--- src/rtl/sl_pkg.sv ---
// Shared SL definitions: config field layout, reset config, frequency codes
// and the transmit scheduler state encoding.
package sl_pkg;

    localparam int unsigned CFG_W = 10;
    localparam int unsigned BQL   = 0;
    localparam int unsigned BQH   = 5;
    localparam int unsigned IRQM  = 6;
    localparam int unsigned FQL   = 7;
    localparam int unsigned FQH   = 9;

    // Codes above SL_FQ_4 are forwarded untouched; the transmitter maps them to code 0.
    localparam logic [FQH-FQL:0] SL_FQ_0 = 3'd0;
    localparam logic [FQH-FQL:0] SL_FQ_1 = 3'd1;
    localparam logic [FQH-FQL:0] SL_FQ_2 = 3'd2;
    localparam logic [FQH-FQL:0] SL_FQ_3 = 3'd3;
    localparam logic [FQH-FQL:0] SL_FQ_4 = 3'd4;

    typedef struct packed {
        logic [FQH-FQL:0] freq;
        logic             irq;
        logic [BQH-BQL:0] bits;
    } sl_cfg_t;

    localparam sl_cfg_t SL_CFG_RST = '{freq: SL_FQ_2, irq: 1'b0, bits: 6'd8};

    typedef enum logic [6:0] {
        ST_IDLE       = 7'b0000001,
        ST_GRANT      = 7'b0000010,
        ST_LOAD       = 7'b0000100,
        ST_FIRE       = 7'b0001000,
        ST_WAIT_START = 7'b0010000,
        ST_WAIT_DONE  = 7'b0100000,
        ST_FINISH     = 7'b1000000
    } sched_state_e;

endpackage

--- src/rtl/sl_tx_scheduler_if.sv ---
// Requester and transmitter signals of the SL transmit scheduler.
// master = requesters/transmitter side, slave = scheduler.
interface sl_tx_scheduler_if
    import sl_pkg::*;
#(
    parameter int unsigned NREQ = 4,
    parameter int unsigned IDW  = 3
);
    logic [NREQ-1:0]       req;
    logic [32*NREQ-1:0]    req_data;
    logic [CFG_W*NREQ-1:0] req_cfg;
    logic [NREQ-1:0]       ack;
    logic [NREQ-1:0]       err;
    logic [IDW-1:0]        grant_id;
    logic                  busy;
    logic [31:0]           tx_data;
    logic                  tx_send;
    logic [CFG_W-1:0]      tx_cfg;
    logic                  tx_cfg_we;
    logic [CFG_W-1:0]      tx_cfg_rd;
    logic                  tx_busy;

    modport master (
        output req, req_data, req_cfg, tx_cfg_rd, tx_busy,
        input  ack, err, grant_id, busy, tx_data, tx_send, tx_cfg, tx_cfg_we
    );

    modport slave (
        input  req, req_data, req_cfg, tx_cfg_rd, tx_busy,
        output ack, err, grant_id, busy, tx_data, tx_send, tx_cfg, tx_cfg_we
    );
endinterface

--- src/rtl/sl_rr_arbiter.sv ---
// Combinational rotating priority encoder: first set bit of req at or above
// ptr, wrapping NREQ-1 -> 0. ptr must be below NREQ.
module sl_rr_arbiter #(
    parameter int unsigned NREQ = 4,
    parameter int unsigned IDW  = 3
) (
    input  logic [NREQ-1:0] req,
    input  logic [IDW-1:0]  ptr,
    output logic [IDW-1:0]  idx,
    output logic            valid
);
    localparam int unsigned SW = IDW + 1;

    logic [NREQ-1:0] rot;
    logic [SW-1:0]   sum;

    always_comb begin
        rot   = NREQ'({req, req} >> ptr);
        valid = 1'b0;
        idx   = '0;
        sum   = '0;
        for (int unsigned k = 0; k < NREQ; k++) begin
            if (!valid && rot[k]) begin
                valid = 1'b1;
                sum   = {1'b0, ptr} + SW'(k);
                if (sum >= SW'(NREQ)) begin
                    sum = sum - SW'(NREQ);
                end
                idx = sum[IDW-1:0];
            end
        end
    end
endmodule

--- src/rtl/sl_tx_scheduler.sv ---
// Shares one SL transmitter among NREQ requesters: arbitrate, load config,
// send, and report ack/err per requester. SL_TX_SCHED_FIXED_PRIO_EN selects fixed priority.
module sl_tx_scheduler
    import sl_pkg::*;
#(
    parameter int unsigned NREQ      = 4,
    parameter int unsigned START_TMO = 8,
    parameter int unsigned IDW       = 3
) (
    input  logic                clk,
    input  logic                rst_n,
    sl_tx_scheduler_if.slave    bus
);
    localparam int unsigned NSLOT = 1 << IDW;
    localparam int unsigned CW    = (START_TMO > 1) ? $clog2(START_TMO) : 1;
    localparam logic [IDW-1:0] LAST_ID = IDW'(NREQ - 1);
    localparam logic [CW-1:0]  TMO_END = CW'(START_TMO - 1);

    sched_state_e    state_q, state_d;
    logic [IDW-1:0]  grant_q, grant_d;
    logic [IDW-1:0]  ptr_q, ptr_d, ptr_adv;
    logic [IDW-1:0]  win_idx;
    logic            win_valid;
    logic [31:0]     data_q, data_d;
    sl_cfg_t         cfg_q, cfg_d;
    logic            busy_q, busy_d;
    logic            send_q, send_d;
    logic            we_q, we_d;
    logic [NREQ-1:0] ack_q, ack_d, err_q, err_d;
    logic [NREQ-1:0] grant_oh;
    logic [CW-1:0]   cnt_q, cnt_d;

    logic [31:0]     data_slot [NSLOT];
    sl_cfg_t         cfg_slot  [NSLOT];

    // Unpack requester slices; slots past NREQ keep the index width exact.
    for (genvar i = 0; i < NSLOT; i++) begin : g_slot
        if (i < NREQ) begin : g_used
            assign data_slot[i] = bus.req_data[32*i +: 32];
            assign cfg_slot[i]  = sl_cfg_t'(bus.req_cfg[CFG_W*i +: CFG_W]);
        end else begin : g_pad
            assign data_slot[i] = '0;
            assign cfg_slot[i]  = '0;
        end
    end

    sl_rr_arbiter #(.NREQ(NREQ), .IDW(IDW)) u_arb (
        .req   (bus.req),
        .ptr   (ptr_q),
        .idx   (win_idx),
        .valid (win_valid)
    );

    assign grant_oh = {{(NREQ-1){1'b0}}, 1'b1} << grant_q;

`ifdef SL_TX_SCHED_FIXED_PRIO_EN
    assign ptr_adv = '0;
`else
    assign ptr_adv = (grant_q == LAST_ID) ? '0 : grant_q + IDW'(1);
`endif

    always_ff @(posedge clk or negedge rst_n) begin
        if (!rst_n) begin
            state_q <= ST_IDLE;
            grant_q <= '0;
            ptr_q   <= '0;
            data_q  <= '0;
            cfg_q   <= SL_CFG_RST;
            busy_q  <= 1'b0;
            send_q  <= 1'b0;
            we_q    <= 1'b0;
            ack_q   <= '0;
            err_q   <= '0;
            cnt_q   <= '0;
        end else begin
            state_q <= state_d;
            grant_q <= grant_d;
            ptr_q   <= ptr_d;
            data_q  <= data_d;
            cfg_q   <= cfg_d;
            busy_q  <= busy_d;
            send_q  <= send_d;
            we_q    <= we_d;
            ack_q   <= ack_d;
            err_q   <= err_d;
            cnt_q   <= cnt_d;
        end
    end

    // Outputs are registered Moore-style: each *_d is the value for the state being entered.
    always_comb begin
        state_d = state_q;
        grant_d = grant_q;
        ptr_d   = ptr_q;
        data_d  = data_q;
        cfg_d   = cfg_q;
        busy_d  = busy_q;
        send_d  = 1'b0;
        we_d    = 1'b0;
        ack_d   = '0;
        err_d   = '0;
        cnt_d   = cnt_q;
        unique case (state_q)
            ST_IDLE: begin
                if (win_valid && !bus.tx_busy) begin
                    state_d = ST_GRANT;
                    grant_d = win_idx;
                    data_d  = data_slot[win_idx];
                    cfg_d   = cfg_slot[win_idx];
                    busy_d  = 1'b1;
                end
            end
            ST_GRANT: begin
                if (!(|bus.req)) begin
                    state_d = ST_IDLE;
                    busy_d  = 1'b0;
                end else begin
                    state_d = ST_LOAD;
                    we_d    = (cfg_q != bus.tx_cfg_rd);
                end
            end
            ST_LOAD: begin
                state_d = ST_FIRE;
                send_d  = 1'b1;
                cnt_d   = '0;
            end
            ST_FIRE: begin
                state_d = ST_WAIT_START;
            end
            ST_WAIT_START: begin
                if (bus.tx_busy) begin
                    state_d = ST_WAIT_DONE;
                end else if (cnt_q == TMO_END) begin
                    state_d = ST_FINISH;
                    err_d   = grant_oh;
                    busy_d  = 1'b0;
                    ptr_d   = ptr_adv;
                end else begin
                    cnt_d = cnt_q + CW'(1);
                end
            end
            ST_WAIT_DONE: begin
                if (!bus.tx_busy) begin
                    state_d = ST_FINISH;
                    ack_d   = grant_oh;
                    busy_d  = 1'b0;
                    ptr_d   = ptr_adv;
                end
            end
            ST_FINISH: begin
                state_d = ST_IDLE;
            end
            default: begin
                state_d = ST_IDLE;
                busy_d  = 1'b0;
            end
        endcase
    end

    assign bus.ack       = ack_q;
    assign bus.err       = err_q;
    assign bus.grant_id  = grant_q;
    assign bus.busy      = busy_q;
    assign bus.tx_data   = data_q;
    assign bus.tx_send   = send_q;
    assign bus.tx_cfg    = cfg_q;
    assign bus.tx_cfg_we = we_q;
endmodule

--- src/flat_wrapper.sv ---
// flat-port wrapper written by rule: the top's interface ports become plain ports
module sl_tx_scheduler_flat import sl_pkg::*;
#(
    parameter int unsigned NREQ      = 4,
    parameter int unsigned START_TMO = 8,
    parameter int unsigned IDW       = 3
)
  (clk, rst_n, bus_req, bus_req_data, bus_req_cfg, bus_tx_cfg_rd, bus_tx_busy, bus_ack, bus_err, bus_grant_id, bus_busy, bus_tx_data, bus_tx_send, bus_tx_cfg, bus_tx_cfg_we);
  sl_tx_scheduler_if #(.NREQ(NREQ), .IDW(IDW)) bus_i ();
  input  logic clk;
  input  logic rst_n;
  input wire logic [$bits(bus_i.req)-1:0] bus_req;
  input wire logic [$bits(bus_i.req_data)-1:0] bus_req_data;
  input wire logic [$bits(bus_i.req_cfg)-1:0] bus_req_cfg;
  input wire logic [$bits(bus_i.tx_cfg_rd)-1:0] bus_tx_cfg_rd;
  input wire logic [$bits(bus_i.tx_busy)-1:0] bus_tx_busy;
  output wire logic [$bits(bus_i.ack)-1:0] bus_ack;
  output wire logic [$bits(bus_i.err)-1:0] bus_err;
  output wire logic [$bits(bus_i.grant_id)-1:0] bus_grant_id;
  output wire logic [$bits(bus_i.busy)-1:0] bus_busy;
  output wire logic [$bits(bus_i.tx_data)-1:0] bus_tx_data;
  output wire logic [$bits(bus_i.tx_send)-1:0] bus_tx_send;
  output wire logic [$bits(bus_i.tx_cfg)-1:0] bus_tx_cfg;
  output wire logic [$bits(bus_i.tx_cfg_we)-1:0] bus_tx_cfg_we;
  assign bus_i.req = bus_req;
  assign bus_i.req_data = bus_req_data;
  assign bus_i.req_cfg = bus_req_cfg;
  assign bus_i.tx_cfg_rd = bus_tx_cfg_rd;
  assign bus_i.tx_busy = bus_tx_busy;
  assign bus_ack = bus_i.ack;
  assign bus_err = bus_i.err;
  assign bus_grant_id = bus_i.grant_id;
  assign bus_busy = bus_i.busy;
  assign bus_tx_data = bus_i.tx_data;
  assign bus_tx_send = bus_i.tx_send;
  assign bus_tx_cfg = bus_i.tx_cfg;
  assign bus_tx_cfg_we = bus_i.tx_cfg_we;
  sl_tx_scheduler #(.NREQ(NREQ), .START_TMO(START_TMO), .IDW(IDW)) u_core (.clk(clk), .rst_n(rst_n), .bus(bus_i));
endmodule
--- config.mk ---
export PLATFORM = sky130hd
export DESIGN_NAME = sl_tx_scheduler_flat
export DESIGN_NICKNAME = d
export VERILOG_FILES = /design/src/rtl/sl_pkg.sv /design/src/rtl/sl_tx_scheduler_if.sv /design/src/rtl/sl_rr_arbiter.sv /design/src/rtl/sl_tx_scheduler.sv /design/src/flat_wrapper.sv
export SDC_FILE = /design/constraint.sdc
export NUM_CORES = 1
export LEC_CHECK = 0
export BUFFER_PORTS_ARGS = -buffer_cell sky130_fd_sc_hd__buf_4
export CAP_MARGIN = 20
export CORE_UTILIZATION = 49
export DETAILED_ROUTE_END_ITERATION = 7
export GPL_ROUTABILITY_DRIVEN = 1
export HOLD_SLACK_MARGIN = 0.12
export PLACE_DENSITY_LB_ADDON = 0.25
export SYNTH_ARGS = -nofsm -noshare
export SYNTH_HDL_FRONTEND = slang
export SYNTH_HIERARCHICAL = 1
export SYNTH_SLANG_ARGS = --single-unit
--- constraint.sdc ---
create_clock -name clk -period 7.8 [get_ports clk]
set_input_delay 1.56 -clock clk [delete_from_list [all_inputs] [get_ports clk]]
set_output_delay 1.56 -clock clk [all_outputs]
set_load 0.02 [all_outputs]
# Yosys cells after proc, flatten, opt, wreduce, memory -nomap -nowiden
# Index checks and enable logic that the tools add are counted.
[word_totals] input_bits=185 reg_bits=69 out_inout_bits=56
[classes] n_reduce_logical=17 addsub=9 bitwise_logic=2 muxes=46 shift=2 magnitude_cmp=5 n_eq_ne=17
[op_table] op="binary-select mux 32 bit (select 3 bit)" n=1
[op_table] op="two-way mux 32 bit" n=2
[op_table] op="two-way mux 3 bit" n=15
[op_table] op="case mux 7 bit (6 select lines)" n=1
[op_table] op="binary-select mux 10 bit (select 3 bit)" n=1
[op_table] op="two-way mux 7 bit" n=4
[op_table] op="two-way mux 10 bit" n=2
[op_table] op="two-way mux 4 bit" n=5
[op_table] op="greater-or-equal comparator 4 x 3 -> 1 bit (second input constant)" n=3
[op_table] op="two-way mux 1 bit" n=12
[op_table] op="case mux 3 bit (2 select lines)" n=2
[op_table] op="subtractor 3 bit (second input constant)" n=4
[op_table] op="inequality test 10 bit" n=1
[op_table] op="adder 3 x 2 -> 4 bit (second input constant)" n=2
[op_table] op="inequality test 2 bit (second input constant)" n=4
[op_table] op=">> shifter 8 x 3 -> 4 bit" n=1
[op_table] op="== test 7 x 1 -> 1 bit (second input constant)" n=1
[op_table] op="== test 7 x 2 -> 1 bit (second input constant)" n=1
[op_table] op="== test 7 x 3 -> 1 bit (second input constant)" n=1
[op_table] op="== test 7 x 4 -> 1 bit (second input constant)" n=1
[op_table] op="== test 7 x 5 -> 1 bit (second input constant)" n=1
[op_table] op="== test 7 x 6 -> 1 bit (second input constant)" n=1
[op_table] op="== test 7 bit (second input constant)" n=1
[op_table] op="adder 3 x 1 -> 3 bit (second input constant)" n=2
[op_table] op="20 further kinds" n=29

# Depth between registers and ports, before layout
# Gate-level depths: netlist (run 1).
[depth] depth_word=15 depth_mapped=12 mapped_depth_nobuf=9

# By module
# The synthesis (run 1) kept the hierarchy.
[modules_own_cells] module="sl_tx_scheduler" cells_per_inst=357 area_per_inst_um2=4126.5 seq_area_each_um2=1730.4 n_inst=1
[modules_own_cells] module="sl_rr_arbiter" cells_per_inst=42 area_per_inst_um2=256.5 seq_area_each_um2=0.0 n_inst=1

# Worst setup path before layout (run 1)
# No wires, ideal clock.
[synth_path] path_type="input to register" from="input port bus_req[0]" to="register u_core.cfg_q (netlist bit u_core/bus.tx_cfg[1])" path_stages=10 arrival_ps=3758 path_buffers=3 slack_ps=3908 cell_sequence="and3b_1 clkbuf_2 or4_1 a211o_1 a31oi_1 clkbuf_1 clkbuf_1 mux4_2 nand2b_1 o21ai_0"
[synth_between] elab_chain_cells=15 elab_cells_between_ends=21
[synth_lines] item="start, declared" line_no="flat_wrapper.sv:12" source="input wire logic [$bits(bus_i.req)-1:0] bus_req;"
[synth_lines] item=">> shifter 8 x 3 -> 4 bit *" line_no="sl_rr_arbiter.sv:18" source="rot = NREQ'({req, req} >> ptr);"
[synth_lines] item="two-way mux 1 bit" line_no="sl_rr_arbiter.sv:23" source="if (!valid && rot[k]) begin"
[synth_lines] item="logical NOT 1 bit" line_no="sl_rr_arbiter.sv:23"
[synth_lines] item="logical AND 1 bit" line_no="sl_rr_arbiter.sv:23"
[synth_lines] item="two-way mux 1 bit" line_no="sl_rr_arbiter.sv:23"
[synth_lines] item="logical NOT 1 bit" line_no="sl_rr_arbiter.sv:23"
[synth_lines] item="logical AND 1 bit" line_no="sl_rr_arbiter.sv:23"
[synth_lines] item="two-way mux 1 bit" line_no="sl_rr_arbiter.sv:23"
[synth_lines] item="logical NOT 1 bit" line_no="sl_rr_arbiter.sv:23"
[synth_lines] item="logical AND 1 bit" line_no="sl_rr_arbiter.sv:23"
[synth_lines] item="two-way mux 3 bit *" line_no="sl_rr_arbiter.sv:23"
[synth_lines] item="net u_core.win_idx[1]" line_no="sl_tx_scheduler.sv:22" source="logic [IDW-1:0] win_idx;"
[synth_lines] item="inverter 3 -> 4 bit (not written as such) *" line_no="sl_tx_scheduler.sv:109" source="cfg_d = cfg_slot[win_idx];"
[synth_lines] item="binary-select mux 10 bit (select 3 bit) *" line_no="sl_tx_scheduler.sv:109"
[synth_lines] item="two-way mux 10 bit (not written as such) * (2 in series)" line_no="sl_tx_scheduler.sv:109"
[synth_lines] item="end signal, assigned" line_no="sl_tx_scheduler.sv:80" source="cfg_q <= cfg_d;"
[synth_lines] item="end, declared" line_no="sl_tx_scheduler.sv:25" source="sl_cfg_t cfg_q, cfg_d;"
# The timed path passes the listed nets; every way through them passes the cells marked *. The select of a mux whose other input is x is not followed.
# A chain may end at the register's enable or synchronous reset.

# Worst setup path after layout (run 1)
[layout_path] from="input port bus_req[0]" to="register u_core.cfg_q (netlist bit u_core/bus.tx_cfg[6])"
# The elaborated chain is that of the path after synthesis.

==> summary.md, run 1 <==
| Metric | Value |
|---|---|
| Final setup fails | `0` |
| CTS tree | `yes` |
| H-tree levels | `3` |
| Ys Warns | `6` |
| # Max-Cap Violations | `0` |
| Die footprint | `9330 µm²` |
| Power density cells | `276 nW/µm²` |
| Minimum clock period | `3870 ps` |
| RR Endpoint | `u_core/bus.tx_cfg[6]$_DFFE_PN0P_` |
| FFs w/ async S/R, synth | `100%` |
| DR pass1 iterations | `4` |
| Commonest cells post-synth | `dfrtp_1, nand2_1, o21ai_0` |
| Hold Path Stages | `2` |
| Min-delay src | `u_core/bus.tx_data[19]$_DFFE_PN0P_` |
| All-layer global routing usage | `27.0%` |
| Congestion Overflow GR | `0` |
| Post-CTS sizing | `0` |
| Cell with the most instances after synthesis | `dfrtp_1` |
| Final instance area | `6470 µm²` |
| Crit path capture type | `flop` |
| R2r setup slk | `4620 ps` |
| Worst-margin pin slew | `857 ps` |
| Worst-path clk slew | `80 ps` |
| Yosys top cell by area | `dfrtp_1` |
| Worst EP arrival | `4050 ps` |
| Critical path required time | `7980 ps` |
| Routed WL | `12500 µm` |
| Clock Path Buffers | `2` |
| Crit-path max FO | `43` |
| Final Slew Violations | `0` |
| R2r startpoint | `u_core/ptr_q[0]$_DFFE_PN0P_` |
| Placed cell areas | `6250 µm²` |
| Slew headroom | `42.9%` |
| Vias in the first global route | `3846` |
| # Post-CTS Setup Buffers | `0` |
| Area of the mapped netlist | `4380 µm²` |
| Status | `completed` |
| Register area share after synthesis | `39.5%` |
| Initial antenna violation count | `0` |
| CP Class | `input pin to flop` |
| Synthesized area per cell | `11.0 µm²` |
| Post-synth EDFFs | `0` |
| Area added between synthesis and finish | `47.6%` |
| Leakage | `3.09 nW` |
| Share of layout cells above drive strength 1 | `50.6%` |
| Post-synthesis instance total | `399` |
| Hold worst-path end | `u_core/bus.tx_data[19]$_DFFE_PN0P_` |
| Final #Nets | `816` |
| Clock Sinks | `69` |
| Final worst slack | `3930 ps` |
| Vias per inst | `5.47` |
| Initial cell density of the core | `50.5%` |
| Num ports | `241` |
| Period utilization | `49.6%` |
| Final Skew | `11.5 ps` |
| Die H | `96.6 µm` |
| Drt drc | `0` |
| Clk Tree Root Cell | `clkbuf_8` |
| Yosys top cell area share | `37.7%` |
| Detailed placement HPWL | `9770 µm` |
| Area contributors post-synth | `dfrtp_1, mux4_2, nand2b_1` |
| Die width | `96.6 µm` |
| ANT cells | `0` |
| Detail Route Antenna Nets | `0` |
| Largest net degree at the start of global routing | `89` |
| Synth Register Bits | `69` |
| First-pass GRT wire length | `18700 µm` |
| VDD IR max | `0.143 mV` |
| Row cnt | `34` |
| Hold crit path type | `flop to flop` |
| Final Hold Viols | `0` |
| Unrepaired setup endpoints after global routing | `no` |
| Design Power | `1.79 mW` |
| Hold_buf cts | `0` |
| Num CTS Buffers | `9` |
| Main synth FF type | `dfrtp_1` |
| Cell count of the worst reg-to-reg path | `7` |
| Setup TNS | `0 ps` |
| F_max | `258 MHz` |
| Placer Congestion | `0.917` |
| WL/cell | `17.0 µm` |
| DR iter-0 viols | `173` |
| Skew-Pair Late Insertion Delay | `330 ps` |
| Synthesized Nets | `591` |
| Input/output buffers | `240` |
| Vias | `4034` |
| Distinct cells, synth | `52` |
| Pre-CTS setup slack | `3540 ps` |
| Crit start category | `input pin` |
| Placeable Area | `8680 µm²` |
[placed cells by master (no fill, tap or decap), drive strengths merged, types with 6 or more instances in the layout]
cell    count
clkbuf     12
buf       243
o21ai      48
nor2        7
nand2      51
mux4       42
and3        8
dfrtp      66
xnor2      11
nand2b     46
ha          7
mux2        6
inv        12
[worst max-delay path, stage by stage]
cell      delay, ps
buf_4           130
and3b_1         230
o311ai_0        300
a21oi_1         160
a41oi_4         180
buf_4           640
mux4_2          610
nand2b_1        100
o21ai_0         100
[metrics by stage]
step / utilization [%] / hold slack [ps] / cells
6_report: 74.6 / 482 / 737
5_1_grt: 74.6 / 508 / 737
4_1_cts: 74.2 / 489 / 736
3_5_place_dp: 72.0 / 472 / 720
3_3_place_gp: 72.0 / 466 / 720
2_1_floorplan: - / 470 / 399
[per-layer routing]
metal	part of all wire, %	up-vias	wire (µm)	GRT usage [%]
met4	2.5	0	307	11.0
met3	5.8	22	723	5.48
met5	0	-	0	0
met1	36	1966	4520	32.4
met2	56	155	6950	47.2
li1	-	1891	-	-
[how the worst max path moves through the flow]
stage	start	endpoint	slack [ps]	cells past startpoint
after floorplan	bus_req[0]	u_core/bus.tx_cfg[1]$_DFFE_PN0P_	3910	10
after global placement	bus_req[0]	u_core/bus.tx_data[19]$_DFFE_PN0P_	3640	9
after detailed placement	bus_req[0]	u_core/bus.tx_cfg[6]$_DFFE_PN0P_	3540	9
after CTS	bus_req[0]	u_core/bus.tx_cfg[6]$_DFFE_PN0P_	3860	9
after global routing	bus_req[0]	u_core/bus.tx_cfg[6]$_DFFE_PN0P_	3740	9
final	bus_req[0]	u_core/bus.tx_cfg[6]$_DFFE_PN0P_	3930	9
[power by group]
group | internal, mW | switching (mW)
clock network | 0.156 | 0.131
registers | 0.497 | 0.108
logic | 0.422 | 0.472
total | 1.08 | 0.711
[layout make-up]
class	count	area, µm²
Timing Repair Buffer	243	1840
Tap cell	108	135
Inverter	12	45.0
Clock buffer	12	145
Fill cell	627	2210
Multi-Input combinational cell	289	2520
Sequential cell	69	1730
Clock inverter	4	47.5
[cell families after synthesis]
family / count (synthesis) / share of synthesized area, %
AOI/OAI and AO/OA: 74 / 9.85
DFF: 69 / 39.5
buffers and inverters: 41 / 3.94
and+or+nand+nor: 143 / 18.1
muxes: 51 / 24.0
other: 1 / 0.0856
xor gates and xnor gates: 13 / 2.60
adders and majority gates: 7 / 2.00
[state kept, by name, indices dropped and copies added, names as in the netlist, 3 cells and up]
register and cells:
u_core/bus.tx_data 32, u_core/bus.tx_cfg 10, u_core/state_q 7, u_core/bus.ack 4, u_core/bus.err 4, u_core/bus.grant_id 3
u_core/cnt_q 3, u_core/ptr_q 3
No activity file was read; power rests on OpenSTA's default activity.
==> inputs of run 2 (changes only) <==
--- a/config.mk
+++ b/config.mk
@@ -7,7 +7,7 @@
 export LEC_CHECK = 0
 export BUFFER_PORTS_ARGS = -buffer_cell sky130_fd_sc_hd__buf_4
 export CAP_MARGIN = 20
-export CORE_UTILIZATION = 49
+export CORE_UTILIZATION = 45
 export DETAILED_ROUTE_END_ITERATION = 7
 export GPL_ROUTABILITY_DRIVEN = 1
 export HOLD_SLACK_MARGIN = 0.12
==> constraint.sdc (replaced) <==
create_clock -name clk -period 3.8 [get_ports clk]
set_input_delay 0.76 -clock clk [delete_from_list [all_inputs] [get_ports clk]]
set_output_delay 0.76 -clock clk [all_outputs]
set_load 0.02 [all_outputs]
==> summary.md, run 2 (synthesized netlist as in run 1, its figures left out) <==
| Metric | Value |
|---|---|
| Die footprint | `10100 µm² (+8.7%)` |
| WL met3 | `669 µm (-7.5%)` |
| Drt drc | `0 (unchanged)` |
| Critical path required time | `3980 ps (-4000 ps)` |
| Initial cell density of the core | `47.0% (-3.5 points)` |
| First-pass GRT wire length | `20200 µm (+8.0%)` |
| Wire length on met2 | `6970 µm (+0.26%)` |
| Placeable Area | `9330 µm² (+7.5%)` |
| Slew headroom | `43.2% (+0.30 points)` |
| F_max | `326 MHz` |
| CP Class | `flop to flop` |
| Placer Congestion | `1.02 (+12%)` |
| Unrepaired setup endpoints after global routing | `no` |
| Routed WL | `12700 µm (+1.6%)` |
| Hold crit path type | `flop to flop` |
| Crit start category | `flop` |
| Worst EP arrival | `3250 ps (-800 ps)` |
| Detail Route Antenna Nets | `0 (unchanged)` |
| VDD IR max | `0.284 mV (+99%)` |
| Vias per inst | `5.34 (-2.5%)` |
| DR pass1 iterations | `6 (+2)` |
| H-tree levels | `3 (unchanged)` |
| Max Used Layer | `met4` |
| # Max-Cap Violations | `0 (unchanged)` |
| Die H | `101 µm (+4.3%)` |
| Final Hold Viols | `0 (unchanged)` |
| Final setup fails | `0 (unchanged)` |
| Hold_buf cts | `0 (unchanged)` |
| Power density cells | `588 nW/µm² (+110%)` |
| Period utilization | `80.6%` |
| CP top delay family | `simple AND/OR/NAND/NOR gates` |
| Input/output buffers | `240 (unchanged)` |
| Final Slew Violations | `0 (unchanged)` |
| Final #Nets | `816 (unchanged)` |
| Worst hold margin | `479 ps (-2.70 ps)` |
| WL/cell | `16.8 µm (-1.2%)` |
| Wire length on met1 | `4640 µm (+2.8%)` |
| Clock Path Buffers | `2 (unchanged)` |
| Commonest non-fill, non-tap cell in the layout | `buf_4` |
| Share of layout cells above drive strength 1 | `50.9% (+0.32 points)` |
| ANT cells | `0 (unchanged)` |
| Largest net degree at the start of global routing | `70 (-21%)` |
| Skew-Pair Late Insertion Delay | `330 ps (about the same)` |
| Row cnt | `35 (+2.9%)` |
| Max reg flops | `32 (unchanged)` |
| Crit-path slowest cell | `or4_1` |
| # Post-CTS Setup Buffers | `0 (unchanged)` |
| Detailed placement HPWL | `9970 µm (+2.0%)` |
| Worst stage delay on the critical path | `540 ps (-100 ps)` |
| Crit path capture type | `flop` |
| Clk Tree Root Cell | `clkbuf_8` |
| Vias in the first global route | `4165 (+8.3%)` |
| Crit-path max FO | `32 (-26%)` |
| Commonest non-fill, non-tap cells in the layout | `buf_4, dfrtp_1, nand2_1` |
| Final Skew | `11.9 ps (+0.396 ps)` |
| Post-CTS sizing | `0 (unchanged)` |
| Leakage | `3.13 nW (+1.4%)` |
| Num ports | `241 (unchanged)` |
| Minimum clock period | `3060 ps` |
| Worst-path clk slew | `70 ps (about the same)` |
| Setup TNS | `0 ps (unchanged)` |
| Worst-margin pin slew | `852 ps (-4.44 ps)` |
| Vias | `4047 (+0.32%)` |
| CP Buf/Inv Count | `1 (-1)` |
| Crit-path cells | `and3b_1, or4_1, a211o_1, a31oi_4, buf_12, mux4_2, nand2b_1, o21ai_0` |
| Num CTS Buffers | `9 (unchanged)` |
| Clock Sinks | `69 (unchanged)` |
| DR iter-0 viols | `166 (-4.0%)` |
| Congestion Overflow GR | `0 (unchanged)` |
| Status | `completed` |
| Initial antenna violation count | `0 (unchanged)` |
| CTS tree | `yes` |
| Area added between synthesis and finish | `50.4%` |
| Die width | `101 µm (+4.3%)` |
| All-layer global routing usage | `25.9% (-1.1 points)` |
run 2: cell count changes in the layout (fill, tap and decap cells not counted), sizes merged:
cell,previous run,this run
bufinv,1,4
clkbuf,12,10
clkinvlp,1,0
run 2: through the flow:
step                      power (mW)  cell area, µm²  setup WS, ps  utilization [%]  instances
after global routing            4.12            6590           635             70.7        758
after detailed placement        3.10            6320           479             67.8        742
final                           3.88            6590           737             70.7        758
after CTS                       3.91            6590           809             70.7        758
after floorplan                 2.28            4380           708                -        399
after global placement          3.05            6320           576             67.8        742
run 2: cell type report:
type	count	area, µm²
flip-flops and latches	69	1730
fillers	680	2740
clock buffers	10	138
repair buffers	243	1860
multi-input cells	289	2520
clock inverters	6	134
well taps	129	161
inverters	12	45.0
run 2: metal layers:
layer | vias up | GRT usage (%)
met2 | 190 | 46.9
met1 | 1918 | 30.1
met3 | 40 | 4.44
li1 | 1899 | -
met5 | - | 0
met4 | 0 | 11.3
run 2: power by group:
group / switching [mW] / internal [mW]
combinational: 0.967 / 0.869
sequential: 0.223 / 1.02
clock: 0.275 / 0.521
total: 1.47 / 2.41
run 2: worst register-to-register path, delay by kind of cell (launching register included):
kind	cells	cell delay, ps
AOI/OAI and AO/OA	3	840
buffers and inverters	1	280
DFF	1	530
muxes	1	350
and+or+nand+nor	3	930
run 2: final timing paths:
path,start,endpoint,slack (ps),cells after the start
max in group asynchronous,rst_n,u_core/bus.tx_data[20]$_DFFE_PN0P_,2700,1
worst min register to register,u_core/bus.tx_data[31]$_DFFE_PN0P_,u_core/bus.tx_data[31]$_DFFE_PN0P_,480,2
worst min-delay path,u_core/bus.tx_data[31]$_DFFE_PN0P_,u_core/bus.tx_data[31]$_DFFE_PN0P_,480,2
worst max-delay path,u_core/ptr_q[0]$_DFFE_PN0P_,u_core/bus.tx_cfg[1]$_DFFE_PN0P_,740,8
worst max register to register,u_core/ptr_q[0]$_DFFE_PN0P_,u_core/bus.tx_cfg[1]$_DFFE_PN0P_,740,8
min in group asynchronous,rst_n,u_core/bus.tx_data[31]$_DFFE_PN0P_,520,1
==> inputs of run 3 (changes only) <==
--- a/config.mk
+++ b/config.mk
@@ -7,7 +7,7 @@
 export LEC_CHECK = 0
 export BUFFER_PORTS_ARGS = -buffer_cell sky130_fd_sc_hd__buf_4
 export CAP_MARGIN = 20
-export CORE_UTILIZATION = 45
+export CORE_UTILIZATION = 41
 export DETAILED_ROUTE_END_ITERATION = 7
 export GPL_ROUTABILITY_DRIVEN = 1
 export HOLD_SLACK_MARGIN = 0.12
==> constraint.sdc (replaced) <==
create_clock -name clk -period 2.5 [get_ports clk]
set_input_delay 0.5 -clock clk [delete_from_list [all_inputs] [get_ports clk]]
set_output_delay 0.5 -clock clk [all_outputs]
set_load 0.02 [all_outputs]
==> summary.md, run 3 (synthesized netlist as in run 1, its figures left out) <==
| Metric | Value |
|---|---|
| Status | `finished, violations left` |
| Violated checks | `negative setup slack` |
| Input/output buffers | `240 (unchanged)` |
| CP Class | `flop to flop` |
| Critical path required time | `2700 ps (-1280 ps)` |
| All-layer global routing usage | `24.6% (-1.3 points)` |
| Worst-path clk slew | `80 ps (about the same)` |
| CP top delay family | `simple AND/OR/NAND/NOR gates` |
| Worst EP arrival | `2730 ps (-520 ps)` |
| Die footprint | `11100 µm² (+9.6%)` |
| Worst stage delay on the critical path | `520 ps (-20 ps)` |
| CTS tree | `yes` |
| Minimum clock period | `2540 ps (-527 ps)` |
| Final instance area | `6910 µm² (+4.8%)` |
| Die H | `105 µm (+4.7%)` |
| Largest net degree at the start of global routing | `70 (unchanged)` |
| F_max | `394 MHz (+21%)` |
| Unrepaired setup endpoints after global routing | `yes` |
| Congestion Overflow GR | `0 (unchanged)` |
| Final #Nets | `841 (+3.1%)` |
| Skew-Pair Late Insertion Delay | `340 ps (about the same)` |
| Initial antenna violation count | `0 (unchanged)` |
| Clock Path Buffers | `2 (unchanged)` |
| Worst-margin pin slew | `853 ps (+0.318 ps)` |
| Placeable Area | `10300 µm² (+11%)` |
| Commonest non-fill, non-tap cells in the layout | `buf_4, dfrtp_1, nand2_1` |
| # Max-Cap Violations | `0 (unchanged)` |
| Pre-CTS setup slack | `-237 ps (-716 ps)` |
| Vias | `4111 (+1.6%)` |
| DR pass1 iterations | `4 (-2)` |
| Final Skew | `12.9 ps (+0.970 ps)` |
| R2r setup slk | `-40 ps (-770 ps)` |
| H-tree levels | `3 (unchanged)` |
| Period utilization | `101% (+21 points)` |
| Area of the multi-input gates | `2580 µm² (+2.2%)` |
| First-pass GRT wire length | `21200 µm (+4.8%)` |
| Fill count | `799 (+18%)` |
| Final Hold Viols | `0 (unchanged)` |
| Die width | `105 µm (+4.7%)` |
| CP Buf/Inv Count | `3 (+2)` |
| Sequential cell area | `1730 µm² (about the same)` |
| DR iter-0 viols | `107 (-36%)` |
| Placer Congestion | `0.942 (-8.0%)` |
| Commonest non-fill, non-tap cell in the layout | `buf_4` |
| ANT cells | `0 (unchanged)` |
| Share of layout cells above drive strength 1 | `53.8% (+2.9 points)` |
| Initial cell density of the core | `42.5% (-4.5 points)` |
| Area added between synthesis and finish | `57.6%` |
| Crit-path max FO | `17 (-47%)` |
| Vias in the first global route | `4274 (+2.6%)` |
| Max reg flops | `32 (unchanged)` |
| WL/cell | `16.9 µm (+0.60%)` |
| Detailed placement HPWL | `10200 µm (+2.2%)` |
| VDD IR max | `0.357 mV (+26%)` |
| Vias per inst | `5.20 (-2.5%)` |
| Hold crit path type | `input pin to async pin` |
| Crit start category | `flop` |
| Crit-path slowest cell | `mux4_2` |
| Leakage | `3.29 nW (+5.0%)` |
| Power density cells | `855 nW/µm² (+45%)` |
| Final Slew Violations | `0 (unchanged)` |
| Num CTS Buffers | `9 (unchanged)` |
| Detail Route Antenna Nets | `0 (unchanged)` |
| Row cnt | `37 (+5.7%)` |
| Final worst slack | `-35.6 ps (-773 ps)` |
| Routed WL | `13300 µm (+4.9%)` |
| Crit-path cells | `buf_6, nor3_1, nand2_1, a41oi_4, buf_4, buf_12, mux4_2, nand2b_1, o21ai_0` |
| Clk Tree Root Cell | `clkbuf_8` |
| Final setup fails | `6 (+6)` |
| Drt drc | `0 (unchanged)` |
| Placed cell areas | `6490 µm² (+2.7%)` |
| Slew headroom | `43.2% (about the same)` |
| Num ports | `241 (unchanged)` |
| Crit path capture type | `flop` |
| Clock Sinks | `69 (unchanged)` |
## run 3: changes by cell type in the layout (fill, tap and decap cells not counted), moves of 2 or more
cell | before | now
o21ai_0 | 48 | 45
bufinv_16 | 4 | 2
buf_4 | 240 | 257
o21ai_1 | 0 | 2
buf_6 | 0 | 3
buf_12 | 3 | 5
buf_16 | 0 | 2
## run 3: power breakdown
part / internal [mW] / switching (mW)
clock: 0.619 / 0.441
combinational: 1.44 / 1.52
sequential: 1.55 / 0.340
total: 3.61 / 2.30
## run 3: repair_timing
action | in CTS | in global routing
endpoints found under the setup margin | 42 | 42
buffers inserted | 6 | 1
pin swaps | 4 | 0
resized for setup | 14 | 3
cloned | 3 | 0
hold buffers | 0 | 0
## run 3: cell type report
cell class | count | area share, %
Clock buffer | 11 | 2.19
Clock inverter | 5 | 1.18
Inverter | 12 | 0.652
Multi-Input combinational cell | 289 | 37.3
Sequential cell | 69 | 25.1
Tap cell | 136 | 2.46
Timing Repair Buffer | 268 | 31.1
## run 3: through the flow
step | util [%] | hold WS [ps] | std cells | TNS [ps] | total power [mW]
after global placement | 62.9 | 464 | 766 | -6570 | 4.70
final | 66.9 | 263 | 790 | -132 | 5.90
after global routing | 66.9 | 338 | 790 | -3950 | 6.25
after detailed placement | 62.9 | 471 | 766 | -7530 | 4.77
after CTS | 66.6 | 309 | 789 | -19.7 | 5.93
after floorplan | - | 204 | 399 | -51.2 | 3.51
## run 3: metal layers
metal	part of all wire [%]	GRT usage (%)	vias to the layer above	wire length, µm
met5	0	0	-	0
met4	1.9	7.75	0	252
met3	3.8	3.09	21	503
met2	55	45.5	150	7360
met1	39	29.5	1987	5200
li1	-	-	1953	-
## run 3: worst paths after layout
check	start	endpoint	cells past startpoint
worst max-delay path	u_core/ptr_q[0]$_DFFE_PN0P_	u_core/bus.tx_data[9]$_DFFE_PN0P_	9
min in group clk	bus_tx_busy	u_core/state_q[5]$_DFFE_PN0P_	2
worst min register to register	u_core/bus.tx_data[0]$_DFFE_PN0P_	u_core/bus.tx_data[0]$_DFFE_PN0P_	2
worst min-delay path	rst_n	u_core/bus.tx_data[22]$_DFFE_PN0P_	1
worst max register to register	u_core/ptr_q[0]$_DFFE_PN0P_	u_core/bus.tx_data[9]$_DFFE_PN0P_	9
max in group asynchronous	rst_n	u_core/ptr_q[0]$_DFFE_PN0P_	1
## run 3: worst register-to-register path: stages, from the launching register on
cell and delay, ps:
dfrtp_2 460, buf_6 160, nor3_1 280, nand2_1 170
a41oi_4 260, buf_4 170, buf_12 170, mux4_2 530
nand2b_1 90, o21ai_0 100
